===== src/rtl/jackpot_rotator.sv =====
`default_nettype none
// ============================================================================
// Module   : jackpot_rotator
// Brief    : Reaction game. A single lit LED rotates across WIDTH positions
//            (up, down, ping-pong or hold). A rising edge on the trigger
//            switch matching the lit LED wins; other edges count as misses.
// Revision : 1.0  initial release
// ============================================================================
module jackpot_rotator #(
    parameter int WIDTH    = 4,
    parameter int STEP_DIV = 1,
    parameter int MISS_W   = 4
) (
    input  logic              slowClock,
    input  logic              reset,
    input  logic [WIDTH-1:0]  trigger,
    input  logic [1:0]        mode,
    input  logic              clear,
    output logic [WIDTH-1:0]  out,
    output logic              won,
    output logic [MISS_W-1:0] miss_count
);

    // Step counter needs at least one bit even when every tick advances.
    localparam int                  c_STEP_W    = (STEP_DIV > 1) ? $clog2(STEP_DIV) : 1;
    localparam logic [c_STEP_W-1:0] c_STEP_LAST = c_STEP_W'(STEP_DIV - 1);
    localparam logic [WIDTH-1:0]    c_POS_HOME  = WIDTH'(1);

    localparam logic [1:0] c_MODE_UP   = 2'b00;
    localparam logic [1:0] c_MODE_DOWN = 2'b01;
    localparam logic [1:0] c_MODE_PONG = 2'b10;
    localparam logic [1:0] c_MODE_HOLD = 2'b11;

    typedef enum logic [0:0] {
        S_RUN = 1'b0,
        S_WIN = 1'b1
    } state_t;

    state_t              r_state;
    state_t              w_state_nxt;
    logic [WIDTH-1:0]    r_pos;
    logic [WIDTH-1:0]    w_pos_nxt;
    logic [WIDTH-1:0]    w_pos_moved;
    logic [WIDTH-1:0]    r_prev_trig;
    logic [WIDTH-1:0]    w_rise;
    logic [c_STEP_W-1:0] r_step;
    logic [c_STEP_W-1:0] w_step_nxt;
    logic                r_dir_up;
    logic                w_dir_up_nxt;
    logic                w_dir_moved;
    logic [MISS_W-1:0]   r_miss;
    logic [MISS_W-1:0]   w_miss_nxt;
    logic                w_hit;

    // Only fresh switch-on events matter; switches already held are ignored.
    assign w_rise = trigger & ~r_prev_trig;

    // A hit needs exactly one edge, on the LED the player is looking at now.
    assign w_hit = (w_rise == r_pos);

    // Candidate position/direction if this cycle is an advance cycle.
    always_comb begin
        w_pos_moved = r_pos;
        w_dir_moved = r_dir_up;
        case (mode)
            c_MODE_UP: begin
                w_pos_moved = {r_pos[WIDTH-2:0], r_pos[WIDTH-1]};
            end
            c_MODE_DOWN: begin
                w_pos_moved = {r_pos[0], r_pos[WIDTH-1:1]};
            end
            c_MODE_PONG: begin
                // Turn around at the ends so neither end LED is shown twice.
                if (r_dir_up) begin
                    if (r_pos[WIDTH-1]) begin
                        w_dir_moved = 1'b0;
                        w_pos_moved = r_pos >> 1;
                    end else begin
                        w_pos_moved = r_pos << 1;
                    end
                end else begin
                    if (r_pos[0]) begin
                        w_dir_moved = 1'b1;
                        w_pos_moved = r_pos << 1;
                    end else begin
                        w_pos_moved = r_pos >> 1;
                    end
                end
            end
            default: begin
                w_pos_moved = r_pos;
                w_dir_moved = r_dir_up;
            end
        endcase
    end

    // Game state machine: clear beats hit, hit beats miss/advance.
    always_comb begin
        w_state_nxt  = r_state;
        w_pos_nxt    = r_pos;
        w_step_nxt   = r_step;
        w_dir_up_nxt = r_dir_up;
        w_miss_nxt   = r_miss;
        case (r_state)
            S_RUN: begin
                if (clear) begin
                    w_pos_nxt    = c_POS_HOME;
                    w_step_nxt   = '0;
                    w_dir_up_nxt = 1'b1;
                    w_miss_nxt   = '0;
                end else if (w_hit) begin
                    // Freeze rotation; the LED bank shows all ones from now on.
                    w_state_nxt = S_WIN;
                end else begin
                    if ((w_rise != '0) && (r_miss != '1)) begin
                        w_miss_nxt = r_miss + 1'b1;
                    end
                    if (mode != c_MODE_HOLD) begin
                        if (r_step == c_STEP_LAST) begin
                            w_step_nxt   = '0;
                            w_pos_nxt    = w_pos_moved;
                            w_dir_up_nxt = w_dir_moved;
                        end else begin
                            w_step_nxt = r_step + 1'b1;
                        end
                    end
                end
            end
            S_WIN: begin
                // Edges are ignored here; only clear restarts the game.
                if (clear) begin
                    w_state_nxt  = S_RUN;
                    w_pos_nxt    = c_POS_HOME;
                    w_step_nxt   = '0;
                    w_dir_up_nxt = 1'b1;
                    w_miss_nxt   = '0;
                end
            end
            default: begin
                w_state_nxt = S_RUN;
            end
        endcase
    end

    // State registers plus registered LED/won outputs (no trigger-to-out path).
    always_ff @(posedge slowClock or posedge reset) begin
        if (reset) begin
            r_state     <= S_RUN;
            r_pos       <= c_POS_HOME;
            r_step      <= '0;
            r_dir_up    <= 1'b1;
            r_miss      <= '0;
            r_prev_trig <= '1;
            out         <= c_POS_HOME;
            won         <= 1'b0;
        end else begin
            r_state     <= w_state_nxt;
            r_pos       <= w_pos_nxt;
            r_step      <= w_step_nxt;
            r_dir_up    <= w_dir_up_nxt;
            r_miss      <= w_miss_nxt;
            r_prev_trig <= trigger;
            out         <= (w_state_nxt == S_WIN) ? '1 : w_pos_nxt;
            won         <= (w_state_nxt == S_WIN);
        end
    end

    assign miss_count = r_miss;

endmodule
`default_nettype wire


===== config.mk =====
export PLATFORM = sky130hd
export DESIGN_NAME = jackpot_rotator
export DESIGN_NICKNAME = d
export VERILOG_FILES = /design/src/rtl/jackpot_rotator.sv
export SDC_FILE = /design/constraint.sdc
export NUM_CORES = 1
export LEC_CHECK = 0
export BUFFER_PORTS_ARGS = -buffer_cell sky130_fd_sc_hd__buf_2
export CAP_MARGIN = 20
export CELL_PAD_IN_SITES_DETAIL_PLACEMENT = 0
export CELL_PAD_IN_SITES_GLOBAL_PLACEMENT = 1
export CORE_UTILIZATION = 41
export CTS_CLUSTER_DIAMETER = 30
export CTS_CLUSTER_SIZE = 8
export DETAILED_ROUTE_END_ITERATION = 8
export PLACE_DENSITY_LB_ADDON = 0.08
export REMOVE_ABC_BUFFERS = 1
export SKIP_LAST_GASP = 1
export SYNTH_ARGS = -nofsm -noshare
export SYNTH_HDL_FRONTEND = slang
export SYNTH_SLANG_ARGS = --single-unit
export TNS_END_PERCENT = 30

===== constraint.sdc =====
create_clock -name slowClock -period 2 [get_ports slowClock]
set_input_delay 0.4 -clock slowClock [delete_from_list [all_inputs] [get_ports slowClock]]
set_output_delay 0.4 -clock slowClock [all_outputs]
set_load 0.01 [all_outputs]

==> results_dict.tcl, run 1 <==
set metrics [dict create \
    tns_ns 0 \
    diodes 0 \
    start_kind "flip-flop" \
    maxSlewViolCount 0 \
    slew_headroom_pct 55.30 \
    drcViolationCount 0 \
    seq_area_um2 459.2 \
    power.share.clock_pct 18.3 \
    clkTransAtPathRegs_ns 0.11 \
    grt_overflow 0 \
    post_cts_buffers 0 \
    avgSynthCellArea_um2 10.07 \
    hold_class "in2async" \
    p_switching_mw 0.4611 \
    worstPathMaxFanout 6 \
    finClkSkew_ns 0.006017 \
    initial_core_util_pct 45.13 \
    critPathBufInv 0 \
    top_layer "met4" \
    sequentialPowerShare_pct 42.9 \
    nets 131 \
    cap_violations 0 \
    dp_hpwl_um 1506 \
    fill_cells 215 \
    synthDistinctLibCells 37 \
    drt-met1-wl_um 1100 \
    setup_violations 0 \
    placed_cells 144 \
    core_um2 2276 \
    cp-end-kind "flip-flop" \
    wl_per_cell_um 14.51 \
    async_flop_share_pct 100.0 \
    cp.required_ns 2.19 \
    grt_use_total_pct 18.84 \
    path_cells "nor2b_4 -> or4_4 -> and3_1 -> mux2_4" \
    p_sw_share_pct 36.53 \
    clock_latency_ns 0.30 \
    portBuffers 17 \
    crit_path_max_incr_delay_ns 0.57 \
    post_cts_resized 0 \
    timing.rr.start "r_prev_trig[3]$_DFF_PP1_" \
    routed_wl_um 2147 \
    cellLeakagePower_nw 0.5386 \
    grt_pass1_wl_um 3698 \
    cts_buffer_depth 2 \
    grt_start_max_net_pins 19 \
    cts-root-buf "clkbuf_4" \
    cts_buffers 3 \
    cts_tree "done" \
    powerDensity_nw_per_um2 1077 \
    multiInputGateArea_um2 508.0 \
    rows 17 \
    crit_slowest_cell "or4_4" \
    clock.fmax_mhz 562.5 \
    r2r_slack_ns 0.22 \
    rsz0062_at_grt "false" \
    period_minus_slack_ns 1.778 \
    crit_type "reg2reg" \
    drive_gt1_share_pct 33.33 \
    synth-seq-cells 18 \
    period_share_pct 88.89 \
    fin_cells 148 \
    synthFlopType "dfrtp_1" \
    crit-reg2reg-capture "miss_count[0]$_DFFE_PP0P_" \
    startpoint "r_prev_trig[3]$_DFF_PP1_" \
    antenna_found_initial 0 \
    syn_inst 102 \
    antenna_left 0 \
    die_y_um 52.06 \
    synth_area_um2 1027 \
    ctsHoldBuffers 0 \
    wl_met2_um 924 \
    fin_util_pct 51.51 \
    grt_pass1_vias 765 \
    synth.yosys.seq_area_share_pct 44.70 \
    hold_violations 0 \
    status "complete, no violations" \
    htree_num_levels 1 \
    arrival_ns 1.97 \
    vias_per_cell 5.608 \
    ff2ff_path_depth 4 \
    drtPass1Iterations 4 \
    ios 18 \
    drt_iter0_drc 39 \
    tightest_slew_ns 0.6698 \
    gp_congestion 0.7230 \
    synth-edff-count 0 \
    vias 830 \
    ir_drop_mv 0.5845 \
    yosys_warnings 0 \
    wl_met3_um 86 \
    clock_sinks 18 \
    power.internal_mw 0.8011 \
    crit_family "simple AND/OR/NAND/NOR gates" \
    hold_ws_ns 0.1744 \
    design.die.area_um2 2710 \
    die_w_um 52.06 \
    combPwrFrac_pct 38.8 \
    synthToLayoutAreaGrowth_pct 14.13 \
]
[worst max path at each step]
stage | depth (start not counted) | to
global placement | 7 | r_pos[1]$_DFF_PP0_
CTS | 4 | miss_count[0]$_DFFE_PP0P_
global route | 6 | miss_count[2]$_DFFE_PP0P_
detailed placement | 5 | miss_count[0]$_DFFE_PP0P_
floorplan | 5 | miss_count[0]$_DFFE_PP0P_
finish | 4 | miss_count[0]$_DFFE_PP0P_
[cells in the final DEF, fill, tap and decap left out, types with 2 or more instances in the layout]
cell type and n:
and3_1 3, nor2b_1 3, buf_2 17, mux2i_1 3, inv_1 7, a31o_2 2, nor3b_1 3, a311oi_1 3
nand2_1 5, buf_4 3, a31oi_1 3, o21ai_0 3, dfrtp_1 11, xnor2_1 4, a21oi_1 7, dfstp_2 7
nor2b_2 2, nand3_1 6, nor2_1 7, clkbuf_4 3
[cell usage after synthesis, types with 4 or more instances]
master	n	area [um2]
dfrtp_1	11	275.3
a21oi_1	7	35.03
dfstp_2	7	183.9
inv_1	7	26.28
nor2_1	7	26.28
nand3_1	6	30.03
nand2_1	5	18.77
xnor2_1	4	35.03
[sequential cells by signal, indices dropped and copies added, names as in the netlist]
register and flops:
r_prev_trig 4, r_state 1, r_pos 4, out 4, r_dir_up 1, miss_count 4
[stage by stage]
stage	setup WS, ns	area [um2]	power (mW)
2_1_floorplan	0.2137	993.5	0.8560
3_3_place_gp	0.1881	1136	1.036
3_5_place_dp	0.1701	1136	1.037
4_1_cts	0.2177	1172	1.272
5_1_grt	0.1756	1172	1.357
6_report	0.2221	1172	1.262
[routing by layer]
layer	GRT usage, %	vias up
met1	28.00	397
met5	0	-
met4	9.459	0
met2	25.85	21
li1	-	407
met3	2.924	5
[power groups by stage]
stage	clock network (mW)	logic (mW)	registers, mW
floorplan	0	0.296	0.560
global placement	0	0.489	0.547
detailed placement	0	0.491	0.546
CTS	0.237	0.493	0.542
global route	0.254	0.547	0.555
finish	0.231	0.489	0.542
[logic make-up (layout without fill, tap and decap cells)]
logic type | count (synthesis) | after routing | synth area share [%]
fa+ha+maj | 1 | 1 | 1.218
buf+inv | 13 | 31 | 5.847
simple gates | 34 | 34 | 19.12
flops | 18 | 18 | 44.70
compound gates | 28 | 28 | 21.32
mux | 4 | 4 | 4.385
xor+xnor | 4 | 4 | 3.410
[final cells by class]
type	count	share of cell area [%]
repair buffers	20	9.178
inverters	7	2.241
flip-flops and latches	18	39.17
well taps	28	2.988
multi-input cells	71	43.33
clock buffers	4	3.095
Power figures use the tool's default switching activity.
==> inputs of run 2 (changes only) <==
CORE_MARGIN = 2   (was not set)
==> results_dict.tcl, run 2 (same netlist as run 1, synthesis figures left out) <==
set metrics [dict create \
    startpoint "r_prev_trig[3]$_DFF_PP1_" \
    layout_commonest_cell "buf_2" \
    ios 18 \
    arrival_ns 1.95 \
    clock_latency_ns 0.29 \
    portBuffers 17 \
    gp_congestion 0.7332 \
    post_cts_resized 0 \
    htree_num_levels 1 \
    status "complete, no violations" \
    cts_buffer_depth 2 \
    grt_pass1_wl_um 3436 \
    tightest_slew_ns 0.6816 \
    grt_start_max_net_pins 19 \
    die_y_um 54.06 \
    routed_wl_um 2103 \
    path_cells "nor2b_4 -> or4_4 -> and3_1 -> mux2_4" \
    rsz0062_at_grt "false" \
    drive_gt1_share_pct 32.50 \
    nets 131 \
    hold_violations 0 \
    crit_path_max_incr_delay_ns 0.57 \
    grt_use_total_pct 16.53 \
    seq_area_um2 459.2 \
    layout_common_cells "buf_2, dfrtp_1" \
    clkTransAtPathRegs_ns 0.10 \
    design.die.area_um2 2922 \
    ir_drop_mv 0.8955 \
    drt_iter0_drc 20 \
    post_cts_buffers 0 \
    slew_headroom_pct 54.51 \
    powerDensity_nw_per_um2 1047 \
    crit_slowest_cell "or4_4" \
    initial_core_util_pct 42.23 \
    setup_violations 0 \
    multiInputGateArea_um2 508.0 \
    grt_overflow 0 \
    grt_pass1_vias 753 \
    timing.rr.start "r_prev_trig[3]$_DFF_PP1_" \
    r2r_slack_ns 0.23 \
    wl_per_cell_um 14.02 \
    synthToLayoutAreaGrowth_pct 13.40 \
    antenna_left 0 \
    ctsHoldBuffers 0 \
    crit_family "simple AND/OR/NAND/NOR gates" \
    cts_tree "done" \
    crit-reg2reg-capture "miss_count[0]$_DFFE_PP0P_" \
    finClkSkew_ns 0.002996 \
    crit_cells 4 \
    cts_buffers 3 \
    ff2ff_path_depth 4 \
    cts-root-buf "clkbuf_4" \
    period_minus_slack_ns 1.769 \
    cap_violations 0 \
    start_kind "flip-flop" \
    drcViolationCount 0 \
    core_um2 2432 \
    vias_per_cell 5.487 \
    cp-end-kind "flip-flop" \
    dp_hpwl_um 1512 \
    crit_type "reg2reg" \
    maxSlewViolCount 0 \
    tns_ns 0 \
    antenna_found_initial 0 \
    worstPathMaxFanout 6 \
    fill_cells 238 \
    drtPass1Iterations 4 \
    rows 18 \
    endpoint "miss_count[0]$_DFFE_PP0P_" \
    vias 823 \
    clock.fmax_mhz 565.3 \
    die_w_um 54.06 \
    clock_sinks 18 \
    period_share_pct 88.44 \
    power_mw 1.220 \
    diodes 0 \
    cp.required_ns 2.19 \
    hold_class "in2async" \
    critPathBufInv 0 \
    cellLeakagePower_nw 0.5326 \
]
-- run 2: layer usage --
| layer | track usage, % | wire length [um] | up-vias |
|---|---|---|---|
| li1 | - | - | 409 |
| met1 | 23.25 | 1012 | 391 |
| met2 | 25.41 | 963 | 21 |
| met3 | 5.278 | 118 | 2 |
| met4 | 2.500 | 10 | 0 |
| met5 | 0 | 0 | - |
-- run 2: cell type report --
class,instances,share of cell area (%)
well taps,30,3.222
flip-flops and latches,18,39.42
multi-input cells,71,43.61
inverters,7,2.256
clock buffers,4,2.256
repair buffers,20,9.237
-- run 2: worst register-to-register path, stage by stage (launching register included) --
cell and delay [ns]:
dfstp_2 0.56, nor2b_4 0.05, or4_4 0.57, and3_1 0.20, mux2_4 0.30
-- run 2: worst min-delay path by stage --
stage / end / start
CTS: r_prev_trig[0]$_DFF_PP1_ / trigger[0]
global placement: r_prev_trig[1]$_DFF_PP1_ / trigger[1]
finish: miss_count[3]$_DFFE_PP0P_ / reset
detailed placement: r_prev_trig[0]$_DFF_PP1_ / trigger[0]
global route: r_prev_trig[2]$_DFF_PP1_ / trigger[2]
floorplan: miss_count[0]$_DFFE_PP0P_ / reset
-- run 2: per-stage QoR --
step	utilization [%]	instances	setup slack [ns]	area [um2]	hold slack (ns)
floorplan	-	96	0.2137	993.5	0.3335
global placement	46.81	146	0.1916	1139	0.5140
detailed placement	46.81	146	0.1739	1139	0.5156
CTS	47.89	150	0.2273	1165	0.2020
global route	47.89	150	0.1409	1165	0.1880
finish	47.89	150	0.2311	1165	0.1948
-- run 2: where the power goes --
group | internal [mW] | total, mW | switching, mW | leakage [nW]
Sequential | 0.458 | 0.539 | 0.0814 | 0.221
Clock | 0.0775 | 0.188 | 0.110 | 0.0150
Combinational | 0.232 | 0.493 | 0.260 | 0.297
